`config.mk`:
```
export PLATFORM = sky130hd
export DESIGN_NAME = tpsram_flat
export DESIGN_NICKNAME = d
export VERILOG_FILES = /design/src/rtl/tpsram_if.sv /design/src/rtl/tpsram.sv /design/src/flat_wrapper.sv
export SDC_FILE = /design/constraint.sdc
export NUM_CORES = 1
export LEC_CHECK = 0
export BUFFER_PORTS_ARGS = -buffer_cell sky130_fd_sc_hd__buf_2
export CAP_MARGIN = 20
export CORE_ASPECT_RATIO = 0.75
export CORE_MARGIN = 2
export CORE_UTILIZATION = 50
export DETAILED_ROUTE_END_ITERATION = 8
export HOLD_SLACK_MARGIN = 0.12
export PLACE_DENSITY = 0.68
export SYNTH_ARGS = -nofsm -noshare
export SYNTH_HDL_FRONTEND = slang
export SYNTH_SLANG_ARGS = --single-unit
```
`constraint.sdc`:
```
create_clock -name i_clk -period 4.1 [get_ports i_clk]
set_clock_uncertainty 0.15 [all_clocks]
set_input_delay 0.205 -clock i_clk [delete_from_list [all_inputs] [get_ports i_clk]]
set_output_delay 0.205 -clock i_clk [all_outputs]
set_load 0.01 [all_outputs]
```
`src/rtl/tpsram_if.sv`:
```
// rtl/tpsram_if.sv - write/read/output-enable bundle for the two-port SRAM
interface tpsram_if #(
    parameter int BW_DATA = 32,
    parameter int BW_ADDR = 5
);
    logic                   i_wcen;
    logic [BW_ADDR-1:0]     i_waddr;
    logic [BW_DATA-1:0]     i_wdata;
    logic [BW_DATA/8-1:0]   i_wbe;
    logic                   i_rcen;
    logic [BW_ADDR-1:0]     i_raddr;
    logic                   i_oen;
    logic [BW_DATA-1:0]     o_rdata;
    logic                   o_rvalid;
    logic                   o_init_done;

    modport master (
        output i_wcen, i_waddr, i_wdata, i_wbe, i_rcen, i_raddr, i_oen,
        input  o_rdata, o_rvalid, o_init_done
    );

    modport slave (
        input  i_wcen, i_waddr, i_wdata, i_wbe, i_rcen, i_raddr, i_oen,
        output o_rdata, o_rvalid, o_init_done
    );
endinterface

```
`src/rtl/tpsram.sv`:
```
// rtl/tpsram.sv - two-port SRAM with byte enables, self-clearing init and pipelined reads
module tpsram #(
    parameter int BW_DATA    = 32,
    parameter int BW_ADDR    = 5,
    parameter int RD_LATENCY = 1,
    parameter int WR_FIRST   = 1
) (
    input  logic    i_clk,
    input  logic    i_rst,
    tpsram_if.slave bus
);
    localparam int DEPTH = 2 ** BW_ADDR;
    localparam int NB    = BW_DATA / 8;

    typedef enum logic {S_INIT, S_READY} state_t;

    state_t               state, state_next;
    logic [BW_ADDR-1:0]   cnt, cnt_next;
    logic                 init_done;
    logic                 wr_accept;
    logic                 rd_accept;
    logic                 collide;
    logic [BW_DATA-1:0]   wr_old;
    logic [BW_DATA-1:0]   wr_merged;
    logic [BW_DATA-1:0]   rd_word;
    logic [BW_DATA-1:0]   mem [DEPTH];

    logic                 rvalid_s1;
    logic [BW_DATA-1:0]   rdata_s1;
    logic                 rvalid_q;
    logic [BW_DATA-1:0]   rdata_q;

    always_ff @(posedge i_clk or posedge i_rst) begin
        if (i_rst) begin
            state <= S_INIT;
            cnt   <= '0;
        end else begin
            state <= state_next;
            cnt   <= cnt_next;
        end
    end

    // cnt parks at DEPTH-1 once the clear sweep finishes
    always_comb begin
        state_next = state;
        cnt_next   = cnt;
        case (state)
            S_INIT: begin
                if (cnt == {BW_ADDR{1'b1}})
                    state_next = S_READY;
                else
                    cnt_next = cnt + BW_ADDR'(1);
            end
            S_READY: ;
            default: state_next = S_INIT;
        endcase
    end

    always_comb begin
        init_done = (state == S_READY);
        wr_accept = init_done && bus.i_wcen && (|bus.i_wbe);
        rd_accept = init_done && bus.i_rcen;
        collide   = wr_accept && (bus.i_waddr == bus.i_raddr);
    end

    always_comb begin
        wr_old    = mem[bus.i_waddr];
        wr_merged = wr_old;
        for (int k = 0; k < NB; k++) begin
            if (bus.i_wbe[k])
                wr_merged[8*k +: 8] = bus.i_wdata[8*k +: 8];
        end
        rd_word = ((WR_FIRST != 0) && collide) ? wr_merged : mem[bus.i_raddr];
    end

    // array has no reset; the INIT sweep is what zeroes it
    always_ff @(posedge i_clk) begin
        if (state == S_INIT)
            mem[cnt] <= '0;
        else if (wr_accept)
            mem[bus.i_waddr] <= wr_merged;
    end

    always_ff @(posedge i_clk or posedge i_rst) begin
        if (i_rst) begin
            rvalid_s1 <= 1'b0;
            rdata_s1  <= '0;
        end else begin
            rvalid_s1 <= rd_accept;
            if (rd_accept)
                rdata_s1 <= rd_word;
        end
    end

    generate
        if (RD_LATENCY == 2) begin : g_lat2
            logic               rvalid_s2;
            logic [BW_DATA-1:0] rdata_s2;

            always_ff @(posedge i_clk or posedge i_rst) begin
                if (i_rst) begin
                    rvalid_s2 <= 1'b0;
                    rdata_s2  <= '0;
                end else begin
                    rvalid_s2 <= rvalid_s1;
                    if (rvalid_s1)
                        rdata_s2 <= rdata_s1;
                end
            end

            assign rvalid_q = rvalid_s2;
            assign rdata_q  = rdata_s2;
        end else begin : g_lat1
            assign rvalid_q = rvalid_s1;
            assign rdata_q  = rdata_s1;
        end
    endgenerate

    assign bus.o_rdata     = bus.i_oen ? rdata_q : '0;
    assign bus.o_rvalid    = rvalid_q;
    assign bus.o_init_done = init_done;
endmodule

```
`src/flat_wrapper.sv`:
```
// flat-port wrapper written by rule: the top's interface ports become plain ports
module tpsram_flat 
#(
    parameter int BW_DATA    = 32,
    parameter int BW_ADDR    = 5,
    parameter int RD_LATENCY = 1,
    parameter int WR_FIRST   = 1
)
  (i_clk, i_rst, bus_i_wcen, bus_i_waddr, bus_i_wdata, bus_i_wbe, bus_i_rcen, bus_i_raddr, bus_i_oen, bus_o_rdata, bus_o_rvalid, bus_o_init_done);
  tpsram_if #(.BW_DATA(BW_DATA), .BW_ADDR(BW_ADDR)) bus_i ();
  input  logic i_clk;
  input  logic i_rst;
  input wire logic [$bits(bus_i.i_wcen)-1:0] bus_i_wcen;
  input wire logic [$bits(bus_i.i_waddr)-1:0] bus_i_waddr;
  input wire logic [$bits(bus_i.i_wdata)-1:0] bus_i_wdata;
  input wire logic [$bits(bus_i.i_wbe)-1:0] bus_i_wbe;
  input wire logic [$bits(bus_i.i_rcen)-1:0] bus_i_rcen;
  input wire logic [$bits(bus_i.i_raddr)-1:0] bus_i_raddr;
  input wire logic [$bits(bus_i.i_oen)-1:0] bus_i_oen;
  output wire logic [$bits(bus_i.o_rdata)-1:0] bus_o_rdata;
  output wire logic [$bits(bus_i.o_rvalid)-1:0] bus_o_rvalid;
  output wire logic [$bits(bus_i.o_init_done)-1:0] bus_o_init_done;
  assign bus_i.i_wcen = bus_i_wcen;
  assign bus_i.i_waddr = bus_i_waddr;
  assign bus_i.i_wdata = bus_i_wdata;
  assign bus_i.i_wbe = bus_i_wbe;
  assign bus_i.i_rcen = bus_i_rcen;
  assign bus_i.i_raddr = bus_i_raddr;
  assign bus_i.i_oen = bus_i_oen;
  assign bus_o_rdata = bus_i.o_rdata;
  assign bus_o_rvalid = bus_i.o_rvalid;
  assign bus_o_init_done = bus_i.o_init_done;
  tpsram #(.BW_DATA(BW_DATA), .BW_ADDR(BW_ADDR), .RD_LATENCY(RD_LATENCY), .WR_FIRST(WR_FIRST)) u_core (.i_clk(i_clk), .i_rst(i_rst), .bus(bus_i));
endmodule
```
; After elaboration in Yosys (flattened, before gate mapping)
; Memories as Yosys holds them, arrays and structs flattened. A register that Yosys moved wholly into a read port is not among the register bits.
; Index checks and enable logic that the tools add are counted.
[word_totals]
ff_bits = 7
ramBits = 1024
output_inout_bits = 34
n_memories = 1
[op_classes]
addsub = 1
eq_ne = 1
mux = 14
n_bitwise = 2
n_reduce_logical = 6
[memory_table]
columns = name, depth, width, read_ports, rd_ports_with_merged_regs, wr, line_no
row1 = u_core.mem, 32, 32, 2, 1, 1, tpsram.sv:26  ; logic [BW_DATA-1:0] mem [DEPTH];
[ops]
columns = op, count
row1 = $mux 32, 2
row2 = $mux 8, 4
row3 = $reduce_or 32->1, 1
row4 = $mux 1, 7
row5 = $add 5x1->5 const B, 1
row6 = $eq 5x5->1 const B, 1
row7 = $mux 5, 1
row8 = $reduce_or 4->1, 1
row9 = $logic_and 1x1->1, 3
row10 = $not 1->1, 2
row11 = $reduce_and 2->1, 1

; Depth between registers and ports, before layout
; Gate-level depths: netlist of the first run.
[logic_depth]
word_depth = 7
ltp_mapped = 11

; Worst setup path after synthesis of the first run
; OpenSTA, ideal clock, no wires.
[synth_path]
path_type = input-to-reg
from = in bus_i_waddr[2]
to = mem u_core.mem[0][1], data pin
setup_time_ns = 0.608
arrival_time_ns = 3.421
path_slack_ns = -0.079
path_stages = 7
n_path_buf = 3
cell_sequence = buf_2 -> inv_1 -> buf_2 -> nor2_1 -> clkbuf_1 -> a22oi_1 -> a2111oi_1
[synth_via]
elab_chain_len = 3
[synth_lines]
columns = element, line_no
row1 = from (decl), flat_wrapper.sv:14  ; input wire logic [$bits(bus_i.i_waddr)-1:0] bus_i_waddr;
row2 = $mem_v2 32x32, --
row3 = $mux 8, tpsram.sv:70  ; if (bus.i_wbe[k])
row4 = $mux 32 (no source line), --
row5 = to (decl), tpsram.sv:26
; Every way passes these cells.

; Worst setup path in the final report of the first run
[layout_path]
from = reg u_core.state (netlist: u_core.bus.o_init_done)
to = mem u_core.mem[17][12] (enable)
[layout_via]
elab_chain_len = 7
word_cells_on_any_way = 9
[layout_lines]
columns = element, line_no
row1 = from (decl), tpsram.sv:17  ; state_t state, state_next;
row2 = from (signal assigned), tpsram.sv:38  ; state <= state_next;
row3 = $logic_and 1x1->1 (2 in a row), tpsram.sv:61  ; wr_accept = init_done && bus.i_wcen && (|bus.i_wbe);
row4 = $mux 1, tpsram.sv:80  ; else if (wr_accept)
row5 = $mux 1, tpsram.sv:78  ; if (state == S_INIT)
row6 = $mux 1 (not written as such), tpsram.sv:81  ; mem[bus.i_waddr] <= wr_merged;
row7 = $reduce_or 32->1 (no source line), --
row8 = $mux 5 (no source line) / $mux 1 (equally long branches), --
; Parallel ways exist; a longest one is shown, timed or not.

==> results.yml, run 1 <==
synth:
  async_flop_share_pct: 3.67
  ys_seq_elements: 1063
  yosys_most_used_dff: "edfxtp_1"
  yosys.area.top_type_share_pct: 61.4
  syn_nets: 2971
  ys_seq_area_share_pct: 63.4
  ys_warn_count: 0
  synth-edff-count: 1024
  synthTopCellsByArea: "edfxtp_1, mux4_2, mux2i_1"
  synth_cell_types: 58
  syn_area_mm2: 0.0500
  syn_avg_cell_area_um2: 17.2
  yosys.area.top_type: "edfxtp_1"
  synth_cells: 2918
timing:
  fmax_mhz: 291
  tns_ps: 0
  finalCritPeriodShare_pct: 83.8
  setup_ws_ps: 663
  finalSetupViolations: 0
  min_period_ps: 3440
  hold_viol_final: 0
  worst_slew_pin_slew_ps: 1100
  slew_violations: 0
  maxSlewHeadroom_pct: 25.1
  rsz0062_at_grt: "no"
clock_network:
  cts_made_buffers: 103
  clk_pin_slew_ps: 70
  clock_latency_ps: 680
  cts-root-buf: "clkbuf_16"
  cts_htree_levels: 3
  cts_sinks: 1063
  clockBufferDepth: 3
  cts_tree: "yes"
  cts_post_setup_buffers_inserted: 0
finish:
  final_cell_mix: "edfxtp_1, mux2i_1, mux4_2"
  syn2layout_area_growth_pct: 14.8
  layout.nets: 3198
  drive_gt1_share_pct: 28.1
  layout_commonest_cell: "edfxtp_1"
  nFillCells: 7340
  diodes: 0
detailed_routing:
  route.antenna.remaining_nets: 0
  wl_per_cell_um: 36.1
  avgViaCountPerCell: 7.10
  wl_mm: 165
  first_iter_violations: 4965
  drcViolationCount: 0
  vias: 32300
  first_pass_iters: 7
place:
  port_buffers: 84
  dpl.hpwl_mm: 102
  place_congestion: 0.902
  post-place-ws_ps: 431
global_route:
  track_usage_pct: 32.0
  antenna_found_initial: 2
  grt_overflow: 0
  grt_pass1_wl_mm: 234
  grt_max_degree: 80
  grt_pass1_vias: 32200
power:
  vdd_drop_max_mv: 0.363
  clockPowerShare_pct: 40.2
  switching_share_pct: 23.3
  leakagePower_nw: 19.5
  p_comb_share_pct: 9.7
  power.density_mw_per_mm2: 425
  seq_power_share_pct: 50.1
  power.internal_w: 0.0187
  p_sw_w: 0.00569
floorplanning:
  core-area_mm2: 0.0992
  die_h_um: 278
  die_w_um: 369
  start_util_pct: 50.4
  die_area_mm2: 0.103
  rows: 100
  pin_count: 85
critical_path:
  crit_start: "u_core.bus.o_init_done"
  worstSetupStartpointType: "flip-flop"
  crit_path_end_kind: "flip-flop"
  crit_fanout: 24
  path_class: "flip-flop to flip-flop"
  r2r-start: "u_core.bus.o_init_done"
  arrival_ps: 3640
  required_ps: 4300
  ff2ff_setup_slack_ps: 660
worst_hold_path:
  hold_start: "bus_i_wdata[28]"
  hp-class: "input port to flip-flop"
outcome:
  status: "complete, no violations"
job:
  cap_viol_max_count: 0
==> synth_stat cells, types with 26 or more instances <==
master,n
edfxtp_1,1024
mux2i_1,428
mux4_2,322
nand2_1,133
a22oi_1,110
nor2_1,95
clkbuf_1,92
buf_2,66
o22ai_1,59
a211oi_1,54
a21oi_1,54
a2111oi_0,47
dfrtp_1,39
nand3_1,39
and2_1,35
nor2b_1,35
buf_4,29
a31oi_1,26
==> cell families after synthesis <==
logic type / after synthesis / share of synthesized area (%)
fa+ha+maj: 2 / 0.0500
xor+xnor: 6 / 0.105
simple gates: 369 / 3.44
buf+inv: 241 / 2.61
mux: 773 / 23.6
compound gates: 464 / 6.84
flops: 1063 / 63.4
==> power groups by stage <==
stage / clock network (W) / registers (W) / logic [W]
final: 0.00983 / 0.0122 / 0.00236
after global routing: 0.0103 / 0.0122 / 0.00246
after CTS: 0.00988 / 0.0122 / 0.00231
after detailed placement: 0 / 0.0125 / 0.00229
after global placement: 0 / 0.0125 / 0.00224
after floorplan: 0 / 0.0124 / 0.00139
==> per-stage QoR <==
step           utilization [%]  std cells  power [W]  area, µm²  hold WS, ps
3_5_place_dp              54.2       4345     0.0147      53800          259
2_1_floorplan                -       2918     0.0138      50100          260
4_1_cts                   57.8       4553     0.0244      57400          130
6_report                  57.9       4557     0.0244      57400          120
5_1_grt                   57.9       4557     0.0250      57400          133
3_3_place_gp              54.2       4342     0.0147      53700          230
==> repair_timing <==
action / 4_1_cts / 5_1_grt
hold endpoints to repair: 191 / 4
resized for setup: 0 / 0
endpoints found under the setup margin: 0 / 0
hold buffers: 17 / 1
==> cell type report <==
class | count | area, µm² | area share (%)
flip-flops and latches | 1063 | 31700 | 55.2
repair buffers | 351 | 2940 | 5.12
multi-input cells | 1614 | 17600 | 30.7
well taps | 1326 | 1660 | 2.89
clock inverters | 46 | 542 | 0.943
inverters | 12 | 45.0 | 0.0784
clock buffers | 145 | 2910 | 5.07
==> worst max-delay path: stages, from the launching register on <==
cell     delay (ps)
dfrtp_1         510
nand2_1         200
or2_2           520
buf_12          270
nor2_1          180
a22oi_1          90
buf_4           220
nor2_4          580
buf_12          330
==> final timing paths <==
check,cells past startpoint,to
setup / recovery,8,u_core.mem[17][12]
hold / removal,3,u_core.mem[23][28]
setup reg to reg,8,u_core.mem[17][12]
hold reg to reg,1,u_core.rdata_q[25]
max in group asynchronous,5,u_core.rdata_q[31]
min in group asynchronous,4,u_core.cnt[1]
==> state kept, by name, indices dropped and copies added (netlist names) <==
| name | flops |
|---|---|
| u_core.mem | 1024 |
| u_core.rdata_q | 32 |
| u_core.cnt | 5 |
| u_core.bus.o_init_done | 1 |
| u_core.bus.o_rvalid | 1 |
==> layer usage <==
metal | GRT usage (%) | up-vias | share of wire, %
met5 | 0 | - | 0.013
met4 | 12.9 | 4 | 4.5
met3 | 9.02 | 427 | 13
met2 | 46.5 | 2505 | 44
met1 | 45.6 | 16800 | 38
li1 | - | 12700 | -
No activity file was read; power rests on OpenSTA's default activity.
==> inputs of run 2 (changes only) <==
--- a/config.mk
+++ b/config.mk
@@ -12,7 +12,7 @@
 export CORE_UTILIZATION = 50
 export DETAILED_ROUTE_END_ITERATION = 8
 export HOLD_SLACK_MARGIN = 0.12
-export PLACE_DENSITY = 0.68
+export PLACE_DENSITY = 0.66
 export SYNTH_ARGS = -nofsm -noshare
 export SYNTH_HDL_FRONTEND = slang
 export SYNTH_SLANG_ARGS = --single-unit
==> constraint.sdc (replaced) <==
create_clock -name i_clk -period 3.3 [get_ports i_clk]
set_clock_uncertainty 0.15 [all_clocks]
set_input_delay 0.165 -clock i_clk [delete_from_list [all_inputs] [get_ports i_clk]]
set_output_delay 0.165 -clock i_clk [all_outputs]
set_load 0.01 [all_outputs]
==> results.yml, run 2 (synthesized netlist as in run 1, its figures left out) <==
clock_network:
  cts_post_setup_buffers_inserted: 0
  cts_htree_levels: 3
  cts_sinks: 1063
  cts_made_buffers: 104
  cts_tree: "yes"
  clk_pin_slew_ps: 60
  clock_latency_ps: 710
  cts-root-buf: "clkbuf_16"
  clockBufferDepth: 3
detailed_routing:
  wl_mm: 164
  first_pass_iters: 6
  avgViaCountPerCell: 7.03
  route.antenna.remaining_nets: 0
  first_iter_violations: 5284
  wl_per_cell_um: 35.7
  drcViolationCount: 0
  vias: 32300
finish:
  syn2layout_area_growth_pct: 16.2
  layout.nets: 3241
  layout_commonest_cell: "edfxtp_1"
  largest_reg_flops: 1024
  post-route-util_pct: 58.6
  drive_gt1_share_pct: 28.7
  final_cell_mix: "edfxtp_1, mux2i_1, mux4_2"
  regMostFlops: "u_core.mem"
global_route:
  grt_pass1_wl_mm: 233
  grt_pass1_vias: 32100
  grt_overflow: 0
  grt_max_degree: 67
  antenna_found_initial: 13
  track_usage_pct: 32.0
timing:
  finalCritPeriodShare_pct: 93.6
  setup_ws_ps: 211
  worst_slew_pin_slew_ps: 1080
  fmax_mhz: 324
  hold_viol_final: 0
  min_period_ps: 3090
  slew_violations: 0
  rsz0062_at_grt: "no"
  maxSlewHeadroom_pct: 26.4
  finalSetupViolations: 0
critical_path:
  crit_path_end_kind: "flip-flop"
  crit_fanout: 21
  arrival_ps: 3520
  required_ps: 3730
  worstSetupStartpointType: "flip-flop"
  path_class: "flip-flop to flip-flop"
floorplanning:
  die_h_um: 278
  rows: 100
  core-area_mm2: 0.0992
  die_w_um: 369
  die_area_mm2: 0.103
  start_util_pct: 50.4
  pin_count: 85
power:
  leakagePower_nw: 19.8
  vdd_drop_max_mv: 0.505
  power.density_mw_per_mm2: 517
  power_w: 0.0301
place:
  place_congestion: 0.900
  post-place-ws_ps: -3.57
  dpl.hpwl_mm: 104
  port_buffers: 84
worst_hold_path:
  hp-class: "input port to async pin"
outcome:
  status: "complete, no violations"
job:
  cap_viol_max_count: 0
-- run 2: changes by cell type in the layout (fill, tap and decap cells not counted), sizes merged --
cell / delta
bufinv: -2
clkinv: +11
dlygate4sd3: +5
inv: -2
buf: +35
diode: +1
dlymetal6s2s: +1
clkbuf: -5
-- run 2: metal layers --
layer  global-route usage (%)  wire length [µm]  share of wire (%)  vias to the layer above
met3                     9.26             22000                 13                      369
met1                     47.3             65200                 40                    16800
li1                         -                 -                  -                    12700
met2                     46.0             71400                 43                     2400
met4                     9.93              5550                3.4                        0
met5                        0                 0                  0                        -
-- run 2: final timing paths --
check                             startpoint                 end  slack, ps  cells after the start
max                            u_core.cnt[3]  u_core.rdata_q[14]        210                      7
min                                    i_rst   u_core.rdata_q[0]        130                      3
max reg2reg                    u_core.cnt[3]  u_core.rdata_q[14]        210                      7
min reg2reg                u_core.rdata_q[0]   u_core.rdata_q[0]        370                      1
max in group asynchronous              i_rst  u_core.rdata_q[21]       2010                      4
min in group i_clk           bus_i_wdata[27]  u_core.mem[27][27]        180                      4
-- run 2: per-stage QoR --
stage | setup TNS (ps) | area (µm²) | instances | hold slack [ps]
2_1_floorplan | -163900 | 50200 | 2918 | 220
3_3_place_gp | 0 | 54500 | 4380 | 315
3_5_place_dp | -46.4 | 54500 | 4381 | 306
4_1_cts | 0 | 58100 | 4595 | 120
5_1_grt | 0 | 58200 | 4600 | 147
6_report | 0 | 58200 | 4601 | 132
-- run 2: power breakdown --
group	total, W	leakage [nW]	switching [W]	internal (W)
registers	0.0152	9.78	0.000121	0.0151
clock network	0.0119	1.64	0.00513	0.00680
logic	0.00297	8.42	0.00181	0.00116
-- run 2: repair_timing --
item / in CTS / in global routing
gates resized for setup: 0 / 0
hold buffers: 22 / 1
endpoints found under the hold margin: 374 / 1
-- run 2: worst max-delay path, stage by stage, from the launching register on --
cell and delay [ps]:
dfrtp_1 610, nor2b_1 150, a2111oi_0 430, o221ai_1 260
nor4_1 420, and2_2 290, buf_12 260, mux2_2 370
-- run 2: final cells by class --
cell class | count | area [µm²]
fillers | 7333 | 41100
multi-input cells | 1614 | 17600
flip-flops and latches | 1063 | 31700
diodes | 1 | 2.50
clock buffers | 139 | 2840
clock inverters | 53 | 531
repair buffers | 393 | 3750
inverters | 12 | 45.0
well taps | 1326 | 1660
